`src/rtl/uart_msg_scheduler.sv`:
```
// uart_msg_scheduler: round-robin arbiter for three message requesters (ID, PICK,
// DUMP) that frames the granted message and streams it byte by byte into the
// UART TX engine over a valid/ready handshake.
//
// Ports:
//   clk, rst_n                  clock, synchronous active-low reset
//   id_req/pick_req/dump_req    1-cycle request pulses
//   node_char                   ASCII node code, latched with any request
//   zone_char                   ASCII zone code, latched with dump_req only
//   tx_data, tx_valid, tx_ready byte stream to the TX engine
//   busy                        high while in ARB, SEND or GAP
//   cur_msg                     message in flight: 0 none, 1 ID, 2 PICK, 3 DUMP
//   msg_done                    pulse after the final byte transfers
//   req_merged                  pulse when a request hits an already-pending one
//
// Parameters: UNIT_CHAR (unit digit in every message), GAP_CYCLES (idle cycles
// between messages, 0 = back-to-back).
// Optional feature macro: UART_NULL_TERM_EN appends an 8'h00 after '#'.

module uart_msg_scheduler #(
  parameter logic [7:0]  UNIT_CHAR  = 8'h32,
  parameter int unsigned GAP_CYCLES = 16
) (
  input  logic       clk,
  input  logic       rst_n,
  input  logic       id_req,
  input  logic       pick_req,
  input  logic       dump_req,
  input  logic [7:0] node_char,
  input  logic [7:0] zone_char,
  output logic [7:0] tx_data,
  output logic       tx_valid,
  input  logic       tx_ready,
  output logic       busy,
  output logic [1:0] cur_msg,
  output logic       msg_done,
  output logic       req_merged
);

  localparam int unsigned IDX_W = 4;
  localparam int unsigned GAP_W = (GAP_CYCLES > 0) ? $clog2(GAP_CYCLES + 1) : 1;
`ifdef UART_NULL_TERM_EN
  localparam int unsigned NT = 1;
`else
  localparam int unsigned NT = 0;
`endif

  localparam logic [1:0] T_ID   = 2'd0;
  localparam logic [1:0] T_PICK = 2'd1;
  localparam logic [1:0] T_DUMP = 2'd2;

  typedef enum logic [1:0] {S_IDLE, S_ARB, S_SEND, S_GAP} state_t;

  state_t             state_q, state_d;
  logic [2:0]         pend_q, pend_d;
  logic [1:0]         rr_q, rr_d;
  logic [2:0][7:0]    node_slot_q, node_slot_d;
  logic [7:0]         zone_slot_q, zone_slot_d;
  logic [1:0]         snap_type_q, snap_type_d;
  logic [7:0]         snap_node_q, snap_node_d;
  logic [7:0]         snap_zone_q, snap_zone_d;
  logic [IDX_W-1:0]   idx_q, idx_d;
  logic [GAP_W-1:0]   gap_q, gap_d;
  logic [7:0]         tx_data_d;
  logic               tx_valid_d, busy_d, msg_done_d, req_merged_d;
  logic [1:0]         cur_msg_d;
  logic [2:0]         req, clr, grant;

  // Byte i of message type t; bytes past '#' read as 8'h00 (null terminator).
  function automatic logic [7:0] msg_byte(input logic [1:0] t, input logic [7:0] n,
                                          input logic [7:0] z, input logic [3:0] i);
    logic [7:0] b;
    b = 8'h00;
    if (t == T_ID) begin
      case (i)
        4'd0: b = "G";  4'd1: b = "B";  4'd2: b = "I";  4'd3: b = UNIT_CHAR;
        4'd4: b = "-";  4'd5: b = n;    4'd6: b = "-";  4'd7: b = "#";
        default: b = 8'h00;
      endcase
    end else if (t == T_PICK) begin
      case (i)
        4'd0: b = "G";  4'd1: b = "B";  4'd2: b = UNIT_CHAR; 4'd3: b = "-";
        4'd4: b = n;    4'd5: b = "-";  4'd6: b = "P";  4'd7: b = "I";
        4'd8: b = "C";  4'd9: b = "K";  4'd10: b = "-"; 4'd11: b = "#";
        default: b = 8'h00;
      endcase
    end else begin
      case (i)
        4'd0: b = "G";  4'd1: b = "B";  4'd2: b = UNIT_CHAR; 4'd3: b = "-";
        4'd4: b = n;    4'd5: b = "-";  4'd6: b = z;    4'd7: b = "-";
        4'd8: b = "D";  4'd9: b = "U";  4'd10: b = "M"; 4'd11: b = "P";
        4'd12: b = "-"; 4'd13: b = "#";
        default: b = 8'h00;
      endcase
    end
    return b;
  endfunction

  // Index of the final byte for message type t.
  function automatic logic [3:0] last_idx(input logic [1:0] t);
    case (t)
      T_ID:    return 4'(7 + NT);
      T_PICK:  return 4'(11 + NT);
      default: return 4'(13 + NT);
    endcase
  endfunction

  // Round-robin pick: {valid, type}, scanning from ptr and wrapping DUMP -> ID.
  function automatic logic [2:0] rr_grant(input logic [1:0] ptr, input logic [2:0] p);
    logic [2:0] res;
    logic [1:0] c;
    res = 3'b000;
    c   = ptr;
    for (int k = 0; k < 3; k++) begin
      if (!res[2] && p[c]) res = {1'b1, c};
      c = (c == T_DUMP) ? T_ID : c + 2'd1;
    end
    return res;
  endfunction

  assign req   = {dump_req, pick_req, id_req};
  assign grant = rr_grant(rr_q, pend_q);

  // Next-state, datapath and output logic.
  always_comb begin
    state_d      = state_q;
    pend_d       = pend_q;
    rr_d         = rr_q;
    node_slot_d  = node_slot_q;
    zone_slot_d  = zone_slot_q;
    snap_type_d  = snap_type_q;
    snap_node_d  = snap_node_q;
    snap_zone_d  = snap_zone_q;
    idx_d        = idx_q;
    gap_d        = gap_q;
    tx_data_d    = tx_data;
    tx_valid_d   = tx_valid;
    cur_msg_d    = cur_msg;
    msg_done_d   = 1'b0;
    req_merged_d = 1'b0;
    clr          = 3'b000;

    case (state_q)
      S_IDLE: if (|pend_q) state_d = S_ARB;
      S_ARB: begin
        if (grant[2]) begin
          clr[grant[1:0]] = 1'b1;
          snap_type_d     = grant[1:0];
          snap_node_d     = node_slot_q[grant[1:0]];
          snap_zone_d     = zone_slot_q;
          cur_msg_d       = grant[1:0] + 2'd1;
          rr_d            = (grant[1:0] == T_DUMP) ? T_ID : grant[1:0] + 2'd1;
          idx_d           = '0;
          tx_data_d       = msg_byte(grant[1:0], node_slot_q[grant[1:0]], zone_slot_q, 4'd0);
          tx_valid_d      = 1'b1;
          state_d         = S_SEND;
        end else begin
          state_d = S_IDLE;
        end
      end
      S_SEND: begin
        if (tx_valid && tx_ready) begin
          if (idx_q == last_idx(snap_type_q)) begin
            idx_d      = '0;
            cur_msg_d  = 2'd0;
            msg_done_d = 1'b1;
            tx_valid_d = 1'b0;
            tx_data_d  = 8'h00;
            gap_d      = '0;
            state_d    = (GAP_CYCLES == 0) ? S_IDLE : S_GAP;
          end else begin
            idx_d     = idx_q + 4'd1;
            tx_data_d = msg_byte(snap_type_q, snap_node_q, snap_zone_q, idx_q + 4'd1);
          end
        end
      end
      S_GAP: begin
        if (gap_q == GAP_W'(GAP_CYCLES - 1)) state_d = S_IDLE;
        else                                 gap_d   = gap_q + GAP_W'(1);
      end
      default: state_d = S_IDLE;
    endcase

    // Request capture; a grant clearing the same type this cycle is not a merge.
    pend_d = pend_q & ~clr;
    for (int t = 0; t < 3; t++) begin
      if (req[t]) begin
        if (pend_q[t] && !clr[t]) req_merged_d = 1'b1;
        pend_d[t]      = 1'b1;
        node_slot_d[t] = node_char;
      end
    end
    if (dump_req) zone_slot_d = zone_char;

    busy_d = (state_d != S_IDLE);
  end

  // State and output registers.
  always_ff @(posedge clk) begin
    if (!rst_n) begin
      state_q     <= S_IDLE;
      pend_q      <= '0;
      rr_q        <= T_ID;
      node_slot_q <= '0;
      zone_slot_q <= '0;
      snap_type_q <= T_ID;
      snap_node_q <= '0;
      snap_zone_q <= '0;
      idx_q       <= '0;
      gap_q       <= '0;
      tx_data     <= '0;
      tx_valid    <= 1'b0;
      busy        <= 1'b0;
      cur_msg     <= '0;
      msg_done    <= 1'b0;
      req_merged  <= 1'b0;
    end else begin
      state_q     <= state_d;
      pend_q      <= pend_d;
      rr_q        <= rr_d;
      node_slot_q <= node_slot_d;
      zone_slot_q <= zone_slot_d;
      snap_type_q <= snap_type_d;
      snap_node_q <= snap_node_d;
      snap_zone_q <= snap_zone_d;
      idx_q       <= idx_d;
      gap_q       <= gap_d;
      tx_data     <= tx_data_d;
      tx_valid    <= tx_valid_d;
      busy        <= busy_d;
      cur_msg     <= cur_msg_d;
      msg_done    <= msg_done_d;
      req_merged  <= req_merged_d;
    end
  end

endmodule
```
`config.mk`:
```
export PLATFORM = sky130hd
export DESIGN_NAME = uart_msg_scheduler
export DESIGN_NICKNAME = d
export VERILOG_FILES = /design/src/rtl/uart_msg_scheduler.sv
export SDC_FILE = /design/constraint.sdc
export NUM_CORES = 1
export LEC_CHECK = 0
export BUFFER_PORTS_ARGS = -buffer_cell sky130_fd_sc_hd__buf_2
export CORE_ASPECT_RATIO = 1.1
export CORE_MARGIN = 3
export CORE_UTILIZATION = 25
export CTS_BUF_LIST = sky130_fd_sc_hd__clkbuf_16
export DETAILED_ROUTE_END_ITERATION = 12
export SLEW_MARGIN = 10
export SYNTH_ARGS = -nofsm -noshare
export SYNTH_HDL_FRONTEND = slang
export SYNTH_SLANG_ARGS = --single-unit
```
`constraint.sdc`:
```
create_clock -name clk -period 4.95 [get_ports clk]
set_input_delay 0.2475 -clock clk [delete_from_list [all_inputs] [get_ports clk]]
set_output_delay 0.2475 -clock clk [all_outputs]
set_load 0.01 [all_outputs]
```
==> results.sh, run 1 <==
export IMPL_start_util=0.2583
export IMPL_crit_end="tx_data[4]$_SDFFE_PN0P_"
export IMPL_yosysWarnings=0
export IMPL_wl_per_cell_um=14.87
export IMPL_io_pins=36
export IMPL_power_density_nw_per_um2=316.9
export IMPL_setup_tns_ns=0
export IMPL_cap_viol_max_count=0
export IMPL_ys_ff_latch=80
export IMPL_yosysMostFrequentCell="dfxtp_1"
export IMPL_grt_usage=0.1211
export IMPL_synth_nets=560
export IMPL_numCtsBuffers=9
export IMPL_die_w_um=130.7
export IMPL_port_buffers=35
export IMPL_grt_max_degree=72
export IMPL_synth_edf_count=0
export IMPL_clk_path_buf_depth=2
export IMPL_first_iter_violations=278
export IMPL_start_kind="flop"
export IMPL_post_dp_hpwl_um=7768
export IMPL_crit_chain="ha_1, or3b_2, o31ai_4, and2_1, a22oi_1, a311o_1, a31oi_1"
export IMPL_fillCellCount=1816
export IMPL_syn_area_per_cell_sq_um=8.128
export IMPL_synth_top_area_frac=0.3746
export IMPL_status="finished, final reports clean"
export IMPL_via_count=3768
export IMPL_grt_pass1_wl_um=18340
export IMPL_cts_setup_buffers=0
export IMPL_synth_top_area_cell="dfxtp_1"
export IMPL_met3_length_um=515
export IMPL_cp_max_fo=25
export IMPL_period_share=0.5998
export IMPL_synth_distinct_cells=60
export IMPL_yosysSeqAreaShare=0.3746
export IMPL_wl_met2_um=5277
export IMPL_crit_type="flop to flop"
export IMPL_num_nets_final=568
export IMPL_cts_max_level=3
export IMPL_clk_pin_slew_worst_paths_ns=0.06
export IMPL_diodes=0
export IMPL_antenna_left=0
export IMPL_syn_inst=526
export IMPL_grt_pass1_vias=3544
export IMPL_netlist_area_sq_um=4275
export IMPL_synth_ff_type="dfxtp_1"
export IMPL_drive_above_1_share=0.1283
export IMPL_reg2reg_depth=7
export IMPL_core_area_sq_um=16550
export IMPL_hold_class="input pin to flop"
export IMPL_setup_ws_ns=1.981
export IMPL_place_area_sq_um=4569
export IMPL_synth_area_top_cells="dfxtp_1 37%, mux2i_1 8.2%, nor2_1 6.1%, a21oi_1 5.7%, nand2_1 4.0%"
export IMPL_area_growth_pct=13.93
export IMPL_routed_wl_um=11030
export IMPL_fin_skew_ns=0.004586
export IMPL_async_flop_share=0
export IMPL_ys_top_cells_by_count="80 x dfxtp_1, 69 x nor2_1, 49 x a21oi_1"
export IMPL_rows=49
export IMPL_fmax_mhz=336.8
export IMPL_final_min_clock_period_ns=2.969
export IMPL_cts_hold_buf=0
export IMPL_cp_required_ns=5.21
export IMPL_antenna_found_initial=0
export IMPL_fin_area_sq_um=4871
export IMPL_tightest_slew_ns=0.8700
export IMPL_design_die_area_sq_um=18710
export IMPL_hold_viol_final=0
export IMPL_worst_slew_margin_rel=0.4192
export IMPL_die_y_um=143.2
export IMPL_cts_sinks=80
export IMPL_clk_latency_ns=0.33
export IMPL_vias_per_cell=5.078
export IMPL_ff2ff_setup_slack_ns=1.98
export IMPL_final_util=0.2943
export IMPL_globalplace_congestion=0.8681
export IMPL_post_route_drc_count=0
export IMPL_rr_endpoint="tx_data[4]$_SDFFE_PN0P_"
export IMPL_wl_met1_um=5071
export IMPL_cp_arrival_ns=3.23
export IMPL_slew_violations=0
export IMPL_place_ws_ns=2.005
export IMPL_cts_resized=0
export IMPL_setup_violations=0
export IMPL_ir_worst_vdd_mv=0.3285
export IMPL_firstDrtPassIters=5
export IMPL_endpoint_kind="flop"
export IMPL_crit_path_top_delay_cell="ha_1"
export IMPL_top_layer_used="met4"
export IMPL_rsz0062_at_grt="false"
export IMPL_root_buffer="clkbuf_16"
export IMPL_crit_reg2reg_launch="idx_q[0]$_SDFFE_PN0P_"
export IMPL_max_stage_delay_ns=0.73
export IMPL_overflow=0
export IMPL_setup_worst_path_start="idx_q[0]$_SDFFE_PN0P_"
export IMPL_tritoncts="done"
export IMPL_p_leak_nw=1.882
==> metal layers <==
| metal | up-vias | global-route usage |
|---|---|---|
| li1 | 1903 | - |
| met1 | 1744 | 0.1627 |
| met2 | 105 | 0.2005 |
| met3 | 16 | 0.01347 |
| met4 | 0 | 0.04223 |
| met5 | - | 0 |
==> cells by family (layout without fill, tap and decap cells) <==
group	Yosys count	count (layout)	share of synthesized area
adders and majority gates	12	12	0.03512
buffers and inverters	55	67	0.05238
xor gates and xnor gates	7	7	0.01434
muxes	43	43	0.1030
AOI/OAI and AO/OA	143	143	0.2195
DFF	80	80	0.3746
and+or+nand+nor	186	186	0.2011
==> sequential cells by signal, indices dropped and copies added (netlist names) <==
signal	flops
idx_q	4
state_q	2
node_slot_q	24
tx_data	8
snap_zone_q	8
snap_node_q	8
gap_q	5
rr_q	2
msg_done	1
cur_msg	2
busy	1
tx_valid	1
req_merged	1
snap_type_q	2
pend_q	3
zone_slot_q	8
==> final cells by class <==
cell class | count | area, sq um | area share
clock buffer | 9 | 225.2 | 0.04624
multi-input combinational | 391 | 2455 | 0.5040
tap | 204 | 255.2 | 0.05240
sequential | 80 | 1602 | 0.3288
inverter | 12 | 45.04 | 0.009247
clock inverter | 6 | 76.32 | 0.01567
timing repair buffer | 40 | 212.7 | 0.04367
==> stage by stage <==
step	hold slack [ns]	cells	power, mW
2_1_floorplan	0.3798	526	0.8281
3_3_place_gp	0.4447	727	0.8838
3_5_place_dp	0.4467	727	0.8854
4_1_cts	0.1464	742	1.566
5_1_grt	0.1602	742	1.613
6_report	0.1558	742	1.544
==> worst min path at each step <==
stage / startpoint / end / depth (start not counted)
floorplan: rst_n / state_q[0]$_SDFF_PN0_ / 1
global placement: snap_zone_q[7]$_SDFFE_PN0P_ / snap_zone_q[7]$_SDFFE_PN0P_ / 2
detailed placement: zone_slot_q[7]$_SDFFE_PN0P_ / snap_zone_q[7]$_SDFFE_PN0P_ / 2
CTS: zone_char[3] / zone_slot_q[3]$_SDFFE_PN0P_ / 3
global route: zone_char[4] / zone_slot_q[4]$_SDFFE_PN0P_ / 3
finish: zone_char[4] / zone_slot_q[4]$_SDFFE_PN0P_ / 3
==> power by group <==
part           switching, mW  internal (mW)  leakage, nW  total (mW)
combinational         0.0991         0.0671         1.08       0.166
clock                  0.241          0.432        0.152       0.674
sequential            0.0253          0.679        0.654       0.704
==> worst max-delay path, delay by kind of cell, from the launching register on <==
kind,cells,cell delay (ns)
simple gates,2,0.84
compound gates,4,0.75
fa+ha+maj,1,0.73
flops,1,0.58
==> cells in the final DEF (no fill, tap or decap), types with 6 or more instances in the layout <==
master,synthesis,layout
nor2b_1,7,7
nand2_1,46,46
mux2_2,8,8
o21ai_0,23,23
dfxtp_1,80,80
nor2_1,69,69
nand3_1,22,22
inv_1,11,12
or3_1,6,6
a22oi_1,14,14
a211oi_1,7,7
clkbuf_16,0,9
mux2i_1,35,35
ha_1,12,12
nor3_1,7,7
and2_1,7,7
a21oi_1,49,49
buf_2,5,35
(Power assumes the default switching activity.)
==> inputs of run 2 (changes only) <==
Settings changed: ABC_AREA set to 1.
Clock period 4.95 ns to 2.7 ns, I/O delays scaled along.
==> results.sh, run 2 <==
export IMPL_status="finished, final reports clean"
export IMPL_io_pins=36
export IMPL_endpoint_kind="flop"
export IMPL_max_stage_delay_ns=0.40
export IMPL_synth_top_area_cell="dfxtp_1"
export IMPL_setup_tns_ns=0
export IMPL_synth_edf_count=0
export IMPL_synth_top_area_frac=0.3936
export IMPL_cp_max_fo=9
export IMPL_vias_per_cell=4.689
export IMPL_hold_viol_final=0
export IMPL_period_share=0.8070
export IMPL_rows=48
export IMPL_setup_violations=0
export IMPL_synth_xor_area_share=0.01230
export IMPL_overflow=0
export IMPL_core_area_sq_um=15800
export IMPL_grt_pass1_wl_um=18150
export IMPL_numCtsBuffers=9
export IMPL_fin_skew_ns=0.01261
export IMPL_synth_ff_type="dfxtp_1"
export IMPL_ir_worst_vdd_mv=0.3184
export IMPL_whs_ns=0.005553
export IMPL_cts_sinks=80
export IMPL_most_common_layout_cells="111 x nand2_1, 97 x nor2_1, 80 x dfxtp_1"
export IMPL_slew_violations=0
export IMPL_drive_above_1_share=0.1177
export IMPL_syn_inst=590
export IMPL_tritoncts="done"
export IMPL_cap_viol_max_count=0
export IMPL_async_flop_share=0
export IMPL_dp_cells=803
export IMPL_syn_area_per_cell_sq_um=6.896
export IMPL_grt_util_met1=0.1592
export IMPL_cts_max_level=3
export IMPL_cp_required_ns=2.98
export IMPL_place_ws_ns=0.5588
export IMPL_synth_mux_area_frac=0
export IMPL_synth_area_top_cells="dfxtp_1 39%, nand2_1 10%, nor2_1 8.9%, o21ai_0 7.7%, inv_1 5.4%"
export IMPL_yosysMostFrequentCell="nand2_1"
export IMPL_antenna_found_initial=0
export IMPL_globalplace_congestion=0.9511
export IMPL_crit_chain="ha_1, xnor2_2, o21ai_1, inv_1, nand2_1, nand2_1, nor2_1, a21oi_1, nand3_1, a21oi_1"
export IMPL_ys_ff_latch=80
export IMPL_p_leak_nw=2.003
export IMPL_cp_arrival_ns=2.46
export IMPL_fin_area_sq_um=4667
export IMPL_worst_slew_margin_rel=0.4245
export IMPL_synth_top_family_by_area="simple AND/OR/NAND/NOR gates"
export IMPL_grt_usage=0.1263
export IMPL_place_area_sq_um=4372
export IMPL_wl_per_cell_um=13.26
export IMPL_firstDrtPassIters=5
export IMPL_yosysSeqAreaShare=0.3936
export IMPL_post_dp_hpwl_um=7949
export IMPL_power_density_nw_per_um2=712.1
export IMPL_start_util=0.2576
export IMPL_largest_register_ffs=24
export IMPL_yosys_area_share_adder=0.03690
export IMPL_via_count=3845
export IMPL_antenna_left=0
export IMPL_fmax_mhz=458.9
export IMPL_netlist_area_sq_um=4069
export IMPL_clk_path_buf_depth=2
export IMPL_total_power_mw=3.323
export IMPL_cts_resized=0
export IMPL_final_min_clock_period_ns=2.179
export IMPL_start_kind="flop"
export IMPL_design_die_area_sq_um=17840
export IMPL_hold_class="input pin to flop"
export IMPL_clk_latency_ns=0.35
export IMPL_num_nets_final=649
export IMPL_first_iter_violations=225
export IMPL_grt_max_degree=51
export IMPL_regMostFlops="node_slot_q"
export IMPL_grtUsageMet3=0.02342
export IMPL_die_y_um=139.8
export IMPL_die_w_um=127.6
export IMPL_port_buffers=35
export IMPL_yosys_area_share_simple=0.3047
export IMPL_diodes=0
export IMPL_crit_path_top_delay_cell="dfxtp_1"
export IMPL_synth_nets=624
export IMPL_layout_cells_most_common="nand2_1"
export IMPL_setup_ws_ns=0.5210
export IMPL_grt_pass1_vias=3736
export IMPL_met2_usage=0.1991
export IMPL_root_buffer="clkbuf_16"
export IMPL_clk_pin_slew_worst_paths_ns=0.07
export IMPL_cts_setup_buffers=0
export IMPL_ys_top_cells_by_count="111 x nand2_1, 97 x nor2_1, 80 x dfxtp_1"
export IMPL_crit_type="flop to flop"
export IMPL_tightest_slew_ns=0.8580
export IMPL_yosysWarnings=0
export IMPL_rsz0062_at_grt="false"
export IMPL_grt_most_used_layer="met2"
export IMPL_post_route_drc_count=0
export IMPL_area_growth_pct=14.70
export IMPL_synth_distinct_cells=37
export IMPL_final_util=0.2955
export IMPL_synth_compound_area_share=0.1605
export IMPL_routed_wl_um=10880
export IMPL_fin_cells=820
run 2: kinds of logic (layout without fill, tap and decap cells):
group,after synthesis,in the layout
xor gates and xnor gates,4,4
buffers and inverters,88,118
AOI/OAI and AO/OA,122,122
adders and majority gates,12,12
DFF,80,80
and+or+nand+nor,284,284
run 2: report_power, final:
| part | switching (mW) | internal, mW | total [mW] |
|---|---|---|---|
| Sequential | 0.101 | 1.31 | 1.41 |
| Combinational | 0.483 | 0.232 | 0.715 |
| Clock | 0.550 | 0.644 | 1.19 |
| Total | 1.13 | 2.19 | 3.32 |
run 2: area by class of cell:
type                    count  area [sq um]
repair buffers             37         192.7
inverters                  65         244.0
well taps                 200         250.2
multi-input cells         422          2093
clock inverters             7         60.06
flip-flops and latches     80          1602
fillers                  1721         11130
clock buffers               9         225.2
run 2: worst max-delay path, delay by kind of cell (launching register included):
kind / cells / cell delay (ns)
AOI/OAI and AO/OA: 3 / 0.50
xor gates and xnor gates: 1 / 0.38
adders and majority gates: 1 / 0.29
buffers and inverters: 1 / 0.13
DFF: 1 / 0.40
and+or+nand+nor: 4 / 0.41
run 2: final timing paths:
kind / startpoint / endpoint / slack [ns] / depth (start not counted)
setup / recovery: idx_q[1]$_SDFFE_PN0P_ / tx_data[6]$_SDFFE_PN0P_ / 0.52 / 10
setup reg to reg: idx_q[1]$_SDFFE_PN0P_ / tx_data[6]$_SDFFE_PN0P_ / 0.52 / 10
hold reg to reg: node_slot_q[1]$_SDFFE_PN0P_ / node_slot_q[1]$_SDFFE_PN0P_ / 0.45 / 2
hold / removal: zone_char[6] / zone_slot_q[6]$_SDFFE_PN0P_ / 0.006 / 3
run 2: metal layers:
layer | wire length (um) | vias to the layer above
met5 | 0 | -
met4 | 450 | 0
met3 | 530 | 34
met2 | 4956 | 120
met1 | 4937 | 1714
li1 | - | 1977
run 2: repair_timing:
item,in CTS,in global routing
endpoints found under the setup margin,0,0
hold buffers,1,0
endpoints found under the hold margin,1,0
==> inputs of run 3 (changes only) <==
Clock period 2.7 ns to 2 ns, I/O delays scaled along.
==> results.sh, run 3 (synthesis results as in run 2) <==
export IMPL_overflow=0
export IMPL_endpoint_kind="flop"
export IMPL_layout_cells_most_common="nand2_1"
export IMPL_largest_register_ffs=24
export IMPL_period_share=0.9171
export IMPL_crit_type="flop to flop"
export IMPL_slew_violations=0
export IMPL_tritoncts="done"
export IMPL_grt_pass1_wl_um=18490
export IMPL_hold_class="input pin to flop"
export IMPL_globalplace_congestion=0.9264
export IMPL_num_nets_final=680
export IMPL_die_y_um=139.8
export IMPL_clk_pin_slew_worst_paths_ns=0.06
export IMPL_port_buffers=35
export IMPL_fin_area_sq_um=5019
export IMPL_setup_ws_ns=0.1658
export IMPL_die_w_um=127.6
export IMPL_post_dp_hpwl_um=8191
export IMPL_cts_max_level=3
export IMPL_start_util=0.2576
export IMPL_cts_sinks=80
export IMPL_place_area_sq_um=4552
export IMPL_antenna_left=0
export IMPL_worst_slew_margin_rel=0.6015
export IMPL_place_ws_ns=0.04749
export IMPL_ir_worst_vdd_mv=0.5538
export IMPL_post_route_drc_count=0
export IMPL_io_pins=36
export IMPL_vias_per_cell=4.585
export IMPL_status="finished, final reports clean"
export IMPL_grt_max_degree=51
export IMPL_first_iter_violations=206
export IMPL_fmax_mhz=545.2
export IMPL_diodes=0
export IMPL_tightest_slew_ns=0.5941
export IMPL_rsz0062_at_grt="true"
export IMPL_setup_violations=0
export IMPL_multi_input_area_sq_um=2103
export IMPL_cp_max_fo=9
export IMPL_wl_per_cell_um=12.82
export IMPL_regMostFlops="node_slot_q"
export IMPL_whs_ns=0.01867
export IMPL_cp_arrival_ns=2.11
export IMPL_cts_setup_buffers=0
export IMPL_fin_skew_ns=0.006844
export IMPL_clk_latency_ns=0.35
export IMPL_fillCellCount=1723
export IMPL_cap_viol_max_count=0
export IMPL_core_area_sq_um=15800
export IMPL_cp_required_ns=2.28
export IMPL_area_growth_pct=23.34
export IMPL_clk_path_buf_depth=2
export IMPL_firstDrtPassIters=5
export IMPL_most_common_layout_cells="109 x nand2_1, 96 x nor2_1, 76 x dfxtp_1"
export IMPL_grt_pass1_vias=3802
export IMPL_final_min_clock_period_ns=1.834
export IMPL_seqCellArea_sq_um=1609
export IMPL_grt_usage=0.1283
export IMPL_hold_viol_final=0
export IMPL_power_density_nw_per_um2=991.4
export IMPL_root_buffer="clkbuf_16"
export IMPL_numCtsBuffers=9
export IMPL_routed_wl_um=10910
export IMPL_design_die_area_sq_um=17840
export IMPL_via_count=3902
export IMPL_antenna_found_initial=0
export IMPL_p_leak_nw=2.180
export IMPL_rows=48
export IMPL_start_kind="flop"
export IMPL_drive_above_1_share=0.1628
-- run 3: cell types whose count changed in the layout (fill, tap and decap cells not counted), sizes merged --
cell and change:
dlygate4sd3 +7, buf +24, bufinv +4, inv -6
clkinvlp +2
-- run 3: area by class of cell --
| class | count | share of cell area |
|---|---|---|
| Clock buffer | 9 | 0.04488 |
| Clock inverter | 7 | 0.02867 |
| Sequential cell | 80 | 0.3206 |
| Multi-Input combinational cell | 422 | 0.4191 |
| Inverter | 65 | 0.04862 |
| Timing Repair Buffer | 68 | 0.08826 |
| Tap cell | 200 | 0.04986 |
-- run 3: routing by layer --
metal	global-route usage	wire (um)
met2	0.2099	5172
met3	0.02879	598
met4	0.05587	239
met1	0.1613	4903
met5	0	0
-- run 3: path summary, 6_finish.rpt --
check | end | depth (start not counted) | from | slack (ns)
setup / recovery | tx_data[2]$_SDFFE_PN0P_ | 10 | idx_q[0]$_SDFFE_PN0P_ | 0.17
hold / removal | node_slot_q[20]$_SDFFE_PN0P_ | 3 | node_char[4] | 0.02
setup reg to reg | tx_data[2]$_SDFFE_PN0P_ | 10 | idx_q[0]$_SDFFE_PN0P_ | 0.17
hold reg to reg | node_slot_q[2]$_SDFFE_PN0P_ | 2 | node_slot_q[2]$_SDFFE_PN0P_ | 0.45
-- run 3: critical path, cell delays in order, from the launching register on --
cell	delay [ns]
dfxtp_1	0.31
ha_1	0.26
xnor2_2	0.15
buf_4	0.17
nor2_1	0.21
o21ai_1	0.15
nand2_1	0.10
nor2_1	0.04
a21oi_1	0.16
nand3_1	0.10
a21oi_1	0.12
-- run 3: timing repair --
action                                  CTS  global route
endpoints found under the hold margin     8             0
endpoints found under the setup margin    0            21
resized for setup                         0            10
hold buffers                              8             0
-- run 3: through the flow --
step	total power, mW	cells	utilization	TNS [ns]
finish	4.976	851	0.3177	0
global route	5.260	851	0.3177	-0.02527
CTS	5.023	851	0.3166	0
detailed placement	2.975	827	0.2882	0
global placement	2.973	827	0.2882	0
floorplan	2.657	590	-	0
-- run 3: power breakdown --
part,switching [mW],internal (mW)
Sequential,0.129,1.78
Combinational,0.671,0.382
Clock,0.668,1.35
